File: config.mk
export PLATFORM = sky130hd
export DESIGN_NAME = mem_lsu
export DESIGN_NICKNAME = d
export VERILOG_FILES = /design/src/rtl/mem_lsu_pkg.sv /design/src/rtl/mem_align.sv /design/src/rtl/mem_lsu.sv
export SDC_FILE = /design/constraint.sdc
export NUM_CORES = 1
export LEC_CHECK = 0
export BUFFER_PORTS_ARGS = -buffer_cell sky130_fd_sc_hd__buf_2
export CORE_AREA = 8 8 152 111
export DETAILED_ROUTE_END_ITERATION = 12
export DIE_AREA = 0 0 160 119
export PLACE_DENSITY_LB_ADDON = 0.12
export RECOVER_POWER = 25
export SETUP_SLACK_MARGIN = 0.1
export SYNTH_ARGS = -nofsm -noshare
export SYNTH_HDL_FRONTEND = slang
export SYNTH_SLANG_ARGS = --single-unit
File: constraint.sdc
create_clock -name clk -period 1.95 [get_ports clk]
set_input_delay 0.195 -clock clk [delete_from_list [all_inputs] [get_ports clk]]
set_output_delay 0.195 -clock clk [all_outputs]
set_load 0.02 [all_outputs]
File: src/rtl/mem_lsu_pkg.sv
// Shared definitions for the load/store unit: op codes, bus widths, FSM states
// and the small decode helpers used by both the LSU and its lane extractor.
package mem_lsu_pkg;

  localparam logic RST_ENABLE   = 1'b1;
  localparam int   REG_BUS      = 32;
  localparam int   REG_ADDR_BUS = 5;

  localparam logic [7:0] OP_LB  = 8'hE0;
  localparam logic [7:0] OP_LH  = 8'hE1;
  localparam logic [7:0] OP_LW  = 8'hE3;
  localparam logic [7:0] OP_LBU = 8'hE4;
  localparam logic [7:0] OP_LHU = 8'hE5;
  localparam logic [7:0] OP_SB  = 8'hE8;
  localparam logic [7:0] OP_SH  = 8'hE9;
  localparam logic [7:0] OP_SW  = 8'hEB;

  typedef enum logic [1:0] {
    ST_IDLE = 2'd0,
    ST_BUS  = 2'd1,
    ST_DONE = 2'd2
  } lsu_state_e;

  function automatic logic is_load(input logic [7:0] op);
    return (op == OP_LB) || (op == OP_LBU) || (op == OP_LH) ||
           (op == OP_LHU) || (op == OP_LW);
  endfunction

  function automatic logic is_store(input logic [7:0] op);
    return (op == OP_SB) || (op == OP_SH) || (op == OP_SW);
  endfunction

  function automatic logic is_misaligned(input logic [7:0] op, input logic [1:0] lo);
    logic bad;
    bad = 1'b0;
    case (op)
      OP_LH, OP_LHU, OP_SH: bad = lo[0];
      OP_LW, OP_SW:         bad = |lo;
      default:              bad = 1'b0;
    endcase
    return bad;
  endfunction

  // Lanes are big-endian: bit 3 of the select is the byte at offset 0.
  function automatic logic [3:0] lane_sel(input logic [7:0] op, input logic [1:0] lo);
    logic [3:0] sel;
    sel = 4'b0000;
    case (op)
      OP_LB, OP_LBU, OP_SB: sel = 4'b1000 >> lo;
      OP_LH, OP_LHU, OP_SH: sel = lo[1] ? 4'b0011 : 4'b1100;
      OP_LW, OP_SW:         sel = 4'b1111;
      default:              sel = 4'b0000;
    endcase
    return sel;
  endfunction

  function automatic logic [REG_BUS-1:0] store_data(input logic [7:0] op,
                                                    input logic [REG_BUS-1:0] d);
    logic [REG_BUS-1:0] w;
    case (op)
      OP_SB:   w = {4{d[7:0]}};
      OP_SH:   w = {2{d[15:0]}};
      default: w = d;
    endcase
    return w;
  endfunction

endpackage

File: src/rtl/mem_align.sv
// Picks the addressed byte/halfword out of a big-endian bus word and
// sign- or zero-extends it according to the load op.
module mem_align
  import mem_lsu_pkg::*;
(
  input  logic [7:0]         aluop,
  input  logic [1:0]         addr_lo,
  input  logic [REG_BUS-1:0] rdata,
  output logic [REG_BUS-1:0] result
);

  logic [7:0]  byte_v;
  logic [15:0] half_v;

  always_comb begin
    byte_v = 8'h00;
    case (addr_lo)
      2'd0:    byte_v = rdata[31:24];
      2'd1:    byte_v = rdata[23:16];
      2'd2:    byte_v = rdata[15:8];
      default: byte_v = rdata[7:0];
    endcase
    half_v = addr_lo[1] ? rdata[15:0] : rdata[31:16];

    result = '0;
    case (aluop)
      OP_LB:   result = {{24{byte_v[7]}}, byte_v};
      OP_LBU:  result = {24'h000000, byte_v};
      OP_LH:   result = {{16{half_v[15]}}, half_v};
      OP_LHU:  result = {16'h0000, half_v};
      OP_LW:   result = rdata;
      default: result = '0;
    endcase
  end

endmodule

File: src/rtl/mem_lsu.sv
// MEM-stage load/store unit: stalls the pipeline while a single bus transfer
// is in flight, aborts on a wait timeout and hands the result to mem_wb.
module mem_lsu
  import mem_lsu_pkg::*;
#(
  parameter int unsigned TIMEOUT = 255
) (
  input  logic                    clk,
  input  logic                    rst,
  input  logic [REG_ADDR_BUS-1:0] mem_wd,
  input  logic                    mem_wreg,
  input  logic [REG_BUS-1:0]      mem_wdata,
  input  logic [7:0]              mem_aluop,
  input  logic [REG_BUS-1:0]      mem_addr,
  input  logic [REG_BUS-1:0]      mem_sdata,
  output logic                    d_req,
  output logic                    d_we,
  output logic [REG_BUS-1:0]      d_addr,
  output logic [3:0]              d_sel,
  output logic [REG_BUS-1:0]      d_wdata,
  input  logic [REG_BUS-1:0]      d_rdata,
  input  logic                    d_ack,
  output logic [REG_ADDR_BUS-1:0] wb_wd,
  output logic                    wb_wreg,
  output logic [REG_BUS-1:0]      wb_wdata,
  output logic                    stall_req,
  output logic                    exc_align,
  output logic                    exc_bus
);

  localparam logic [7:0] TIMEOUT_CNT = 8'(TIMEOUT);

  lsu_state_e         state_q, state_d;
  logic [7:0]         cnt_q, cnt_d;
  logic               d_req_q, d_req_d;
  logic               d_we_q, d_we_d;
  logic [REG_BUS-1:0] d_addr_q, d_addr_d;
  logic [3:0]         d_sel_q, d_sel_d;
  logic [REG_BUS-1:0] d_wdata_q, d_wdata_d;
  logic [REG_BUS-1:0] ld_result_q, ld_result_d;
  logic               exc_bus_q, exc_bus_d;

  logic               op_load, op_store, op_mem, op_bad;
  logic [REG_BUS-1:0] align_result;

  assign op_load  = is_load(mem_aluop);
  assign op_store = is_store(mem_aluop);
  assign op_mem   = op_load || op_store;
  assign op_bad   = op_mem && is_misaligned(mem_aluop, mem_addr[1:0]);

  mem_align u_align (
    .aluop   (mem_aluop),
    .addr_lo (mem_addr[1:0]),
    .rdata   (d_rdata),
    .result  (align_result)
  );

  always_ff @(posedge clk) begin
    if (rst == RST_ENABLE) begin
      state_q     <= ST_IDLE;
      cnt_q       <= '0;
      d_req_q     <= 1'b0;
      d_we_q      <= 1'b0;
      d_addr_q    <= '0;
      d_sel_q     <= '0;
      d_wdata_q   <= '0;
      ld_result_q <= '0;
      exc_bus_q   <= 1'b0;
    end else begin
      state_q     <= state_d;
      cnt_q       <= cnt_d;
      d_req_q     <= d_req_d;
      d_we_q      <= d_we_d;
      d_addr_q    <= d_addr_d;
      d_sel_q     <= d_sel_d;
      d_wdata_q   <= d_wdata_d;
      ld_result_q <= ld_result_d;
      exc_bus_q   <= exc_bus_d;
    end
  end

  // Bus request and address/data are launched from registers so they stay
  // stable for the whole BUS phase; d_ack is only looked at in BUS.
  always_comb begin
    state_d     = state_q;
    cnt_d       = cnt_q;
    d_req_d     = d_req_q;
    d_we_d      = d_we_q;
    d_addr_d    = d_addr_q;
    d_sel_d     = d_sel_q;
    d_wdata_d   = d_wdata_q;
    ld_result_d = ld_result_q;
    exc_bus_d   = 1'b0;

    case (state_q)
      ST_IDLE: begin
        cnt_d = '0;
        if (op_mem && !op_bad) begin
          state_d   = ST_BUS;
          d_req_d   = 1'b1;
          d_we_d    = op_store;
          d_addr_d  = {mem_addr[REG_BUS-1:2], 2'b00};
          d_sel_d   = lane_sel(mem_aluop, mem_addr[1:0]);
          d_wdata_d = store_data(mem_aluop, mem_sdata);
        end
      end
      ST_BUS: begin
        if (d_ack) begin
          state_d = ST_DONE;
          d_req_d = 1'b0;
          d_we_d  = 1'b0;
          d_sel_d = '0;
          if (op_load) begin
            ld_result_d = align_result;
          end
        end else if (cnt_q + 8'd1 == TIMEOUT_CNT) begin
          state_d   = ST_DONE;
          cnt_d     = cnt_q + 8'd1;
          d_req_d   = 1'b0;
          d_we_d    = 1'b0;
          d_sel_d   = '0;
          exc_bus_d = 1'b1;
        end else begin
          cnt_d = cnt_q + 8'd1;
        end
      end
      ST_DONE: begin
        state_d = ST_IDLE;
      end
      default: begin
        state_d = ST_IDLE;
      end
    endcase
  end

  // Writeback is suppressed while stalled, on misalignment, for stores and
  // after a bus timeout; reset forces every result output low.
  always_comb begin
    wb_wd     = mem_wd;
    wb_wreg   = mem_wreg;
    wb_wdata  = mem_wdata;
    stall_req = 1'b0;
    exc_align = 1'b0;
    exc_bus   = 1'b0;

    if (rst == RST_ENABLE) begin
      wb_wd    = '0;
      wb_wreg  = 1'b0;
      wb_wdata = '0;
    end else begin
      case (state_q)
        ST_IDLE: begin
          if (op_bad) begin
            exc_align = 1'b1;
            wb_wreg   = 1'b0;
          end else if (op_mem) begin
            stall_req = 1'b1;
            wb_wreg   = 1'b0;
          end
        end
        ST_BUS: begin
          stall_req = 1'b1;
          wb_wreg   = 1'b0;
        end
        ST_DONE: begin
          exc_bus = exc_bus_q;
          if (op_load && !exc_bus_q) begin
            wb_wdata = ld_result_q;
          end else begin
            wb_wreg = 1'b0;
          end
        end
        default: begin
          wb_wreg = 1'b0;
        end
      endcase
    end
  end

  assign d_req   = d_req_q;
  assign d_we    = d_we_q;
  assign d_addr  = d_addr_q;
  assign d_sel   = d_sel_q;
  assign d_wdata = d_wdata_q;

endmodule

### Word-level counts from Yosys, hierarchy flattened

Index checks and enable logic that the tools add are counted.

| storage, ports and cells | value |
|---|---|
| bits of input ports | 145 |
| register bits after elaboration | 111 |

| operators by class | value |
|---|---|
| bitwise logic cells | 1 |
| shift operators | 1 |
| eq/ne operators | 16 |
| multiplexer cells | 42 |
| reduce and logical (&&, ||, !) cells | 25 |
| $add $sub $neg | 1 |

Operator list:

| cell | number |
|---|---|
| 32-bit one-hot mux with 5 select lines | 1 |
| 32-bit two-way mux | 3 |
| 8-bit == test (second input constant) | 9 |
| 32-bit one-hot mux with 2 select lines | 1 |
| 8-bit one-hot mux with 3 select lines | 1 |
| 1-bit two-way mux | 17 |
| 16-bit two-way mux | 1 |
| 4-bit two-way mux | 4 |
| 8-bit one-hot mux with 2 select lines | 1 |
| 4-bit one-hot mux with 3 select lines | 1 |
| 1-bit one-hot mux with 2 select lines | 5 |
| 3-bit OR reduction | 3 |
| 8-bit by 1-bit adder with 8-bit output (second input constant) | 1 |
| 8-bit two-way mux | 1 |
| 4-bit one-hot mux with 2 select lines | 1 |
| 1-bit logical OR | 7 |
| 2-bit two-way mux | 3 |
| 2-bit AND reduction | 3 |
| 3-bit AND reduction | 2 |
| 5-bit two-way mux | 1 |
| 2-bit by 1-bit == test with 1-bit output (second input constant) | 2 |
| 2-bit == test (second input constant) | 2 |
| 2-bit zero test | 2 |
| 2-bit inequality test (second input constant) | 2 |
| 8 further kinds | 12 |

### Longest topological paths before layout

Gate-level depths: netlist of run 1.

| logic depth | value |
|---|---|
| depth after elaboration | 11 |
| gate-level depth with buffers | 8 |
| mapped depth without buffers | 7 |

### Hierarchy

A second synthesis of run 1 with hierarchy kept.

| unflattened totals | value |
|---|---|
| cell total of the unflattened synthesis | 814 |
| area, all modules | 6019.5 um2 |

Modules (own cells, without submodules):

| module | cells an instance | area an instance (um2) | instances |
|---|---|---|---|
| mem_lsu | 699 | 5106.1 | 1 |
| mem_align | 115 | 913.4 | 1 |

### Worst setup path before layout of run 1

No wires, ideal clock.

| timing | value |
|---|---|
| kind | input-to-output |
| start point | input mem_aluop[2] |
| end point | output wb_wdata[10] |
| stages on the path | 8 |
| data arrival time | 1777 ps |
| path slack | -22 ps |
| data required time | 1755 ps |
| path through | clkbuf_1 nand2b_1 nand2_1 and4_1 clkbuf_1 clkbuf_1 nand2_1 a21oi_1 |

| on the way | value |
|---|---|
| word-level cells in the longest chain between the ends | 9 |
| elaborated cells between the ends (all ways) | 13 |
| those cells by class | eq/ne: 5; mux: 3; reduce/logical: 5 |

RTL lines:

| what | line | source |
|---|---|---|
| start: declaration | mem_lsu.sv:13 | `input logic [7:0] mem_aluop,` |
| 8-bit == test | mem_lsu_pkg.sv:25 | `return (op == OP_LB) \|\| (op == OP_LBU) \|\| (op == OP_LH) \|\|` |
| 1-bit logical OR (3 in a row) | mem_lsu_pkg.sv:25 |  |
| 1-bit logical OR * | mem_lsu_pkg.sv:26 | `(op == OP_LHU) \|\| (op == OP_LW);` |
| 1-bit logical AND * | mem_lsu.sv:167 | `if (op_load && !exc_bus_q) begin` |
| 32-bit two-way mux * | mem_lsu.sv:167 |  |
| 32-bit two-way mux * | mem_lsu.sv:151 | `case (state_q)` |
| 32-bit two-way mux * | mem_lsu.sv:146 | `if (rst == RST_ENABLE) begin` |
| end: declaration | mem_lsu.sv:25 | `output logic [REG_BUS-1:0] wb_wdata,` |

Mark *: on every way between the ends. The rest lies on a longest branch, timed or not.

### Worst setup path in the final report of run 1

| timing | value |
|---|---|
| start point | register state_q[0] |
| end point | output wb_wdata[16] |

| on the way | value |
|---|---|
| word-level cells in the longest chain between the ends | 3 |

RTL lines:

| what | line | source |
|---|---|---|
| start: declaration | mem_lsu.sv:33 | `lsu_state_e state_q, state_d;` |
| start signal: assignment | mem_lsu.sv:70 | `state_q <= state_d;` |
| 2-bit == test | mem_lsu.sv:151 |  |
| 32-bit two-way mux | mem_lsu.sv:151 |  |
| 32-bit two-way mux | mem_lsu.sv:146 |  |

Every way passes these cells.

==> qor.yml, run 1 <==
status: "finished with violations"
failed_checks: "setup timing"
synth.most_common_cell: "nand2_1"
timing.final.crit_share_pct: 100
dp_hpwl_um: 14900
start_util_pct: 39.2
syn-mean-instance-area_um2: 7.74
clk_latency_ns: 0.34
grt_pass1_wl_um: 31800
design_area_mm2: 0.00824
pre_cts_slack_ns: -0.0287
max_freq_mhz: 511
grt_max_degree: 105
r2r_cells: 7
cts.htree.levels: 3
crit_fanout: 6
gp_congestion: 0.888
synth_top_area_cell: "dfxtp_1"
first_global_vias: 5735
layout.nets: 1133
ir_drop_mv: 0.465
critPathSlowestCell: "dfxtp_2"
worstPathCellList: "buf_6, nor2_4, and4_4, buf_12, clkbuf_16, nand2_1, a21oi_2, buf_6"
skew_ns: 0.00591
grt-ovfl-total: 0
synth-main-ff-cell: "dfxtp_1"
drc: 0
met1_usage_pct: 28.6
crit_end: "wb_wdata[16]"
rsz0062_at_grt: "true"
synthTopCellsByArea: "dfxtp_1, nand2_1, a21oi_1, a211oi_1, nor2_1"
slew_headroom_pct: 62.2
synth_enable_flop_cells: 0
pwr_density_cell_mw_per_mm2: 589
timing.final.ws_setup_ns: -0.00805
clk_path_buf_depth: 2
met2_usage_pct: 30.4
maxCapViolations: 0
drtIter0Drc: 483
netlist_area_mm2: 0.00566
cts_made_buffers: 9
drive_above_1_share_pct: 36.1
stdcell_count: 1189
synthCells: 731
ios: 256
antenna_found_initial: 3
antenna_left: 0
cts_tree: "yes"
worstPathRequired_ns: 1.75
worstMarginPinSlew_ns: 0.567
viasPerCell: 5.14
ys_ff_latch: 111
hp-class: "in2reg"
critical_path_class: "reg2out"
ys_types: 52
reg2reg_to: "ld_result_q[7]"
fin_hold_ws_ns: 0.0782
firstDrtPassIters: 7
cts-root-buf: "clkbuf_16"
die_area_mm2: 0.0190
placed_area_mm2: 0.00739
cts_sinks: 111
maxSlewViolCount: 0
cp-start-kind: "flip-flop"
synth.top_cell.area_share_pct: 39.3
crit_top_cell: "buf_6"
die_w_um: 160
placeableCoreArea_mm2: 0.0144
end_kind: "primary output"
clkSlewWorstSetupHoldPaths_ns: 0.08
routedWlPerCell_um: 17.5
fp-row-count: 37
slowest_delay_ns: 0.33
busiest_layer: "met2"
cp_data_arrival_time_ns: 1.76
period_needed_ns: 1.96
r2r_slack_ns: 0.13
hold_viol: 0
synth_common_cells: "nand2_1, dfxtp_1, a21oi_1, nor2_1, a211oi_1"
placed_cells: 1153
grtUsageMet3_pct: 5.02
finalPower_mw: 4.85
setup_violations: 1
dieHeight_um: 119
crit_start: "state_q[0]"
routed_wl_um: 20800
synth_warnings: 0
area_growth_pct: 45.7
grt_util_all_layers_pct: 20.3
num_vias: 6109
yosysSeqAreaShare_pct: 39.3
p_leak_nw: 3.56
io_buffers: 253
synthArstFlopShare_pct: 0
r2r_start: "state_q[0]"
metrics by stage:
| step | setup TNS, ns | util, % |
|---|---|---|
| after detailed placement | -0.0804 | 51.2 |
| after floorplan | 0 | - |
| after CTS | -0.0240 | 56.0 |
| final | -0.00805 | 57.1 |
| after global routing | -1.60 | 57.1 |
| after global placement | -0.0221 | 51.2 |
logic make-up after synthesis:
kind of cell | after synthesis | synth area share [%]
XOR/XNOR | 2 | 0.310
AND/OR/NAND/NOR | 312 | 24.5
buffers and inverters | 74 | 5.99
flip-flops | 111 | 39.3
AO/OA/AOI/OAI | 195 | 21.7
adder cells (fa/ha/maj) | 2 | 0.442
multiplexers | 34 | 7.80
other | 1 | 0.0663
worst min-delay path by stage:
stage	startpoint	to	slack (ns)	cells after the start
finish	mem_addr[28]	d_addr[28]	0.08	3
global placement	mem_addr[12]	d_addr[12]	0.43	3
global route	mem_addr[22]	d_addr[22]	0.06	3
floorplan	mem_addr[10]	d_addr[10]	0.33	2
detailed placement	mem_addr[26]	d_addr[26]	0.44	3
CTS	mem_addr[26]	d_addr[26]	0.07	3
critical path: cells and delay by family, from the launching register on:
kind / cells / cell delay [ns]
flops: 1 / 0.33
compound gates: 1 / 0.14
buf+inv: 4 / 0.54
simple gates: 3 / 0.41
cell type report:
| type | count | area [um^2] |
|---|---|---|
| multi-input combinational | 547 | 3380 |
| clock buffer | 10 | 229 |
| inverter | 7 | 26.3 |
| fill | 1417 | 6200 |
| sequential | 111 | 2230 |
| antenna | 3 | 7.51 |
| tap | 195 | 244 |
| clock inverter | 6 | 60.1 |
| timing repair buffer | 310 | 2070 |
metal layers:
metal,up-vias,wire length (um)
met5,-,0
met4,0,275
met3,22,1320
met2,215,9280
met1,2808,9920
li1,3064,-
sequential cells by signal, indices dropped and copies added (netlist names):
register     cells
d_addr          30
d_we             1
cnt_q            8
d_sel            4
d_req            1
exc_bus_q        1
d_wdata         32
ld_result_q     32
state_q          2
power breakdown:
part           internal [mW]  switching [mW]
sequential              2.28         0.00725
clock                  0.907           0.924
combinational          0.332           0.401
total                   3.52            1.33
layout by cell type, fill, tap and decap left out, drive strengths merged, types with 3 or more instances in the layout:
| cell type | n |
|---|---|
| o21a | 3 |
| mux2i | 25 |
| nand2b | 9 |
| clkbuf | 58 |
| and4 | 3 |
| a22o | 8 |
| a21o | 3 |
| nor3 | 16 |
| o21ai | 19 |
| dfxtp | 111 |
| a222oi | 6 |
| a22oi | 4 |
| nor2 | 75 |
| nand2 | 169 |
| diode | 3 |
| a211oi | 41 |
| nor2b | 8 |
| o32ai | 3 |
| or4 | 4 |
| nand3 | 3 |
| a21oi | 95 |
| nor4 | 5 |
| buf | 261 |
| mux4 | 8 |
| nand3b | 9 |
| inv | 11 |
repair_timing:
action                     4_1_cts  5_1_grt
setup endpoints to repair       40       73
gates cloned                     2        2
pin swaps                       13       20
gates resized for setup         77       44
buffers inserted                12        1
hold buffers                     0        0
No activity file was read; power rests on OpenSTA's default activity.
==> run 2, diff against run 1 <==
clock period = 1.82 ns   (was 1.95 ns; I/O delays follow)
==> qor.yml, run 2 (synthesis results as in run 1) <==
placeableCoreArea_mm2: 0.0144  # unchanged
mostFrequentLayoutCells: "buf_2, dfxtp_1, nand2_1, nor2_1, a21oi_1"  # was buf_2, nand2_1, dfxtp_1, nor2_1, a21oi_1
num_vias: 6280  # was 6109
drc: 0  # unchanged
io_buffers: 253  # unchanged
setup_violations: 35  # was 1
slew_headroom_pct: 61.1  # was 62.2%
failed_checks: "setup timing"  # unchanged
period_needed_ns: 1.92
rsz0062_at_grt: "true"  # unchanged
slowest_delay_ns: 0.33  # about the same
area_growth_pct: 59.3  # was 45.7%
met2_usage_pct: 30.9  # was 30.4%
met1_usage_pct: 28.6  # about the same
ios: 256  # unchanged
routedWlPerCell_um: 17.7  # was 17.5 um
grt-ovfl-total: 0  # unchanged
worstMarginPinSlew_ns: 0.583  # was 0.567 ns
timing.final.ws_setup_ns: -0.0957  # was -0.00805 ns
grt_util_all_layers_pct: 20.4  # was 20.3%
clk_latency_ns: 0.35  # was 0.34 ns
start_util_pct: 39.2  # unchanged
cp_data_arrival_time_ns: 1.73  # was 1.76 ns
routed_wl_um: 21400  # was 20800 um
gp_congestion: 0.874  # was 0.888
cts_sinks: 111  # unchanged
clkSlewWorstSetupHoldPaths_ns: 0.08  # about the same
drtIter0Drc: 387  # was 483
viasPerCell: 5.20  # was 5.14
crit_fanout: 7  # was 6
fp-row-count: 37  # unchanged
status: "finished with violations"  # unchanged
ir_drop_mv: 0.531  # was 0.465 mV
dieHeight_um: 119  # unchanged
worstPathRequired_ns: 1.64  # was 1.75 ns
layout.nets: 1153  # was 1133
end_kind: "primary output"  # unchanged
maxCapViolations: 0  # unchanged
antenna_found_initial: 1  # was 3
drive_above_1_share_pct: 43.7  # was 36.1%
cts-root-buf: "clkbuf_16"  # unchanged
pwr_density_cell_mw_per_mm2: 602  # was 589 mW/mm^2
max_freq_mhz: 522
die_area_mm2: 0.0190  # unchanged
cts_made_buffers: 9  # unchanged
grtUsageMet3_pct: 5.13  # was 5.02%
critical_path_class: "reg2out"  # unchanged
finalPower_mw: 5.43  # was 4.85 mW
hp-class: "in2reg"  # unchanged
worstPathCellList: "buf_6, nor2_4, and4_4, buf_12, buf_12, nand2_4, a21oi_4, buf_6"  # was buf_6, nor2_4, and4_4, buf_12, clkbuf_16, nand2_1, a21oi_2, buf_6
hold_viol: 0  # unchanged
first_global_vias: 5804  # was 5735
dp_hpwl_um: 15300  # was 14900 um
grt_pass1_wl_um: 32000  # was 31800 um
timing.final.crit_share_pct: 105
skew_ns: 0.00901  # was 0.00591 ns
pre_cts_slack_ns: -0.100  # was -0.0287 ns
busiest_layer: "met2"  # unchanged
clk_path_buf_depth: 2  # unchanged
antenna_left: 0  # unchanged
grt_max_degree: 47  # was 105
p_leak_nw: 3.84  # was 3.56 nW
cp-start-kind: "flip-flop"  # unchanged
maxSlewViolCount: 0  # unchanged
cts.htree.levels: 3  # unchanged
final_common_cell: "buf_2"  # unchanged
firstDrtPassIters: 6  # was 7
die_w_um: 160  # unchanged
critPathSlowestCell: "dfxtp_2"  # unchanged
cts_tree: "yes"  # unchanged
==> run 2: worst max-delay path: cells and delay by family (launching register included) <==
family                 cells  cell delay, ns
AND/OR/NAND/NOR            3            0.38
flip-flops                 1            0.33
AO/OA/AOI/OAI              1            0.14
buffers and inverters      4            0.52
==> run 2: final cells by class <==
cell class                      instances  area [um^2]
Antenna cell                            1         2.50
Clock buffer                            9          225
Timing Repair Buffer                  330         2360
Fill cell                            1341         5430
Inverter                                7         26.3
Sequential cell                       111         2230
Multi-Input combinational cell        547         3830
Clock inverter                          7         97.6
Tap cell                              195          244
==> run 2: where the power goes <==
| group | leakage [nW] | switching [mW] | internal [mW] |
|---|---|---|---|
| combinational | 2.78 | 0.464 | 0.399 |
| clock | 0.157 | 1.00 | 1.11 |
| sequential | 0.897 | 0.0103 | 2.44 |
==> run 2: final timing paths <==
check	from	end	slack (ns)	cells after the start
max	state_q[0]	wb_wdata[8]	-0.1	8
min	mem_addr[30]	d_addr[30]	0.06	3
min reg2reg	d_addr[30]	d_addr[30]	0.46	2
max reg2reg	state_q[0]	d_addr[8]	0.05	6
==> run 2: metrics by stage <==
step	hold WS, ns	util [%]	instance area (um^2)	std cells	setup TNS (ns)
floorplan	0.318	-	6000	732	0
global placement	0.428	53.9	7790	1171	-0.317
detailed placement	0.430	53.9	7790	1171	-2.20
CTS	0.0446	59.0	8520	1195	-4.31
global route	0.0489	62.4	9010	1207	-4.98
finish	0.0598	62.4	9010	1207	-2.53
==> run 2: what timing repair did <==
item	CTS	global route
pin swaps	10	65
setup buffers	6	7
resized for setup	94	118
hold buffers	0	0
setup endpoints to repair	35	61
cloned	2	5
==> run 2: per-layer routing <==
metal  share of wire (%)  routed length (um)
met5                   0                   0
met4                 1.1                 230
met3                 6.6                1420
met2                  45                9570
met1                  48               10200
==> run 3, diff against run 2 <==
CTS_CLUSTER_DIAMETER = 60   (was not set)
PLACE_DENSITY = 0.7   (was not set)
PLACE_DENSITY_LB_ADDON = not set   (was 0.12)
==> qor.yml, run 3 (synthesis results as in run 1) <==
io_buffers: 253  # unchanged
timing.final.crit_share_pct: 105  # about the same
firstDrtPassIters: 8  # was 6
cts_tree: "yes"  # unchanged
failed_checks: "setup timing"  # unchanged
p_int_mw: 3.96  # was 3.95 mW
area_growth_pct: 59.2  # was 59.3%
grt_util_all_layers_pct: 20.5  # was 20.4%
cts-root-buf: "clkbuf_16"  # unchanged
drive_above_1_share_pct: 42.9  # was 43.7%
fin_hold_ws_ns: 0.0627  # was 0.0598 ns
pwr_density_cell_mw_per_mm2: 595  # was 602 mW/mm^2
ios: 256  # unchanged
clk_latency_ns: 0.35  # about the same
skew_ns: 0.00586  # was 0.00901 ns
layout.nets: 1167  # was 1153
placed_area_mm2: 0.00774  # was 0.00779 mm^2
antenna_left: 0  # unchanged
crit_fanout: 9  # was 7
drc: 0  # unchanged
slew_headroom_pct: 65.5  # was 61.1%
viasPerCell: 5.29  # was 5.20
hold_viol: 0  # unchanged
cp_data_arrival_time_ns: 1.72  # was 1.73 ns
p_switching_mw: 1.40  # was 1.48 mW
maxSlewViolCount: 0  # unchanged
grt_max_degree: 74  # was 47
cts.htree.levels: 3  # unchanged
rsz0062_at_grt: "true"  # unchanged
status: "finished with violations"  # unchanged
num_vias: 6460  # was 6280
p_sw_share_pct: 26.1  # was 27.2%
dieHeight_um: 119  # unchanged
clkSlewWorstSetupHoldPaths_ns: 0.08  # about the same
dp_hpwl_um: 15200  # was 15300 um
final_common_cell: "buf_2"  # unchanged
drtIter0Drc: 581  # was 387
period_needed_ns: 1.91  # was 1.92 ns
end_kind: "primary output"  # unchanged
p_seq_share_pct: 45.7  # was 45.2%
routed_wl_um: 22500  # was 21400 um
hp-class: "in2reg"  # unchanged
first_global_vias: 5916  # was 5804
design_area_mm2: 0.00901  # about the same
die_area_mm2: 0.0190  # unchanged
timing.final.ws_setup_ns: -0.0853  # was -0.0957 ns
worstMarginPinSlew_ns: 0.517  # was 0.583 ns
ir_drop_mv: 0.421  # was 0.531 mV
finalPower_mw: 5.36  # was 5.43 mW
clk_path_buf_depth: 2  # unchanged
gp_congestion: 0.952  # was 0.874
setup_violations: 79  # was 35
max_freq_mhz: 525  # was 522 MHz
share_comb_of_total_power_pct: 16.0  # was 15.9%
placeableCoreArea_mm2: 0.0144  # unchanged
stdcell_count: 1222  # was 1207
maxCapViolations: 0  # unchanged
critical_path_class: "reg2out"  # unchanged
mostFrequentLayoutCells: "buf_2, nand2_1, dfxtp_1, nor2_1, a21oi_1"  # was buf_2, dfxtp_1, nand2_1, nor2_1, a21oi_1
cts_made_buffers: 9  # unchanged
cp-start-kind: "flip-flop"  # unchanged
fp-row-count: 37  # unchanged
antenna_found_initial: 2  # was 1
placed_cells: 1171  # unchanged
die_w_um: 160  # unchanged
cts_sinks: 111  # unchanged
grt-ovfl-total: 0  # unchanged
start_util_pct: 39.2  # unchanged
pwr-share-clk_pct: 38.3  # was 38.9%
p_leak_nw: 3.87  # was 3.84 nW
routedWlPerCell_um: 18.4  # was 17.7 um
grt_pass1_wl_um: 32000  # about the same
worstPathRequired_ns: 1.64  # about the same
==> run 3: changes by cell type in the layout (fill, tap and decap cells not counted), sizes merged <==
| cell | delta |
|---|---|
| diode | +1 |
| clkbuf | -11 |
| buf | +27 |
| clkinvlp | +1 |
| inv | -1 |
| clkinv | -2 |
==> run 3: through the flow <==
stage	setup TNS, ns	util, %	setup slack (ns)
after CTS	-1.35	58.0	-0.0622
after detailed placement	-2.60	53.6	-0.152
final	-2.61	62.4	-0.0853
after floorplan	0	-	0.0732
after global placement	-1.14	53.6	-0.0692
after global routing	-7.06	62.3	-0.131
==> run 3: final timing paths <==
path	start	end	slack (ns)	cells after the start
worst min-delay path	mem_addr[25]	d_addr[25]	0.06	3
worst min register to register	d_addr[31]	d_addr[31]	0.45	2
worst max register to register	state_q[1]	d_wdata[2]	-0.05	7
worst max-delay path	state_q[1]	wb_wdata[26]	-0.09	6
==> run 3: cell type report <==
class | count | area, um^2
flip-flops and latches | 111 | 2230
fillers | 1324 | 5440
clock inverters | 5 | 63.8
repair buffers | 344 | 2530
diodes | 2 | 5.00
well taps | 195 | 244
clock buffers | 11 | 243
inverters | 7 | 26.3
multi-input cells | 547 | 3660
==> run 3: power groups by stage <==
stage | Clock, mW | Sequential (mW) | Combinational [mW]
final | 2.05 | 2.45 | 0.859
after global routing | 2.20 | 2.45 | 0.915
after CTS | 2.10 | 2.45 | 0.815
after detailed placement | 0 | 2.51 | 0.761
after global placement | 0 | 2.51 | 0.755
after floorplan | 0 | 2.53 | 0.409
==> run 3: metal layers <==
metal / up-vias / share of wire, % / GRT usage [%]
met4: 4 / 2.3 / 6.46
met1: 3025 / 46 / 27.9
li1: 3157 / - / -
met2: 232 / 44 / 30.6
met3: 42 / 7.2 / 6.09
met5: - / 0.12 / 0
==> run 3: critical path, cell delays in order, from the launching register on <==
cell,delay (ns)
dfxtp_4,0.39
buf_6,0.11
and4_4,0.33
buf_12,0.17
nand2_1,0.10
a21oi_4,0.14
buf_6,0.14
==> run 3: repair_timing <==
action	CTS	global route
pin swaps	3	30
setup buffers	7	10
gates resized for setup	83	84
cloned	1	15
hold buffers	0	0
endpoints found under the setup margin	52	82
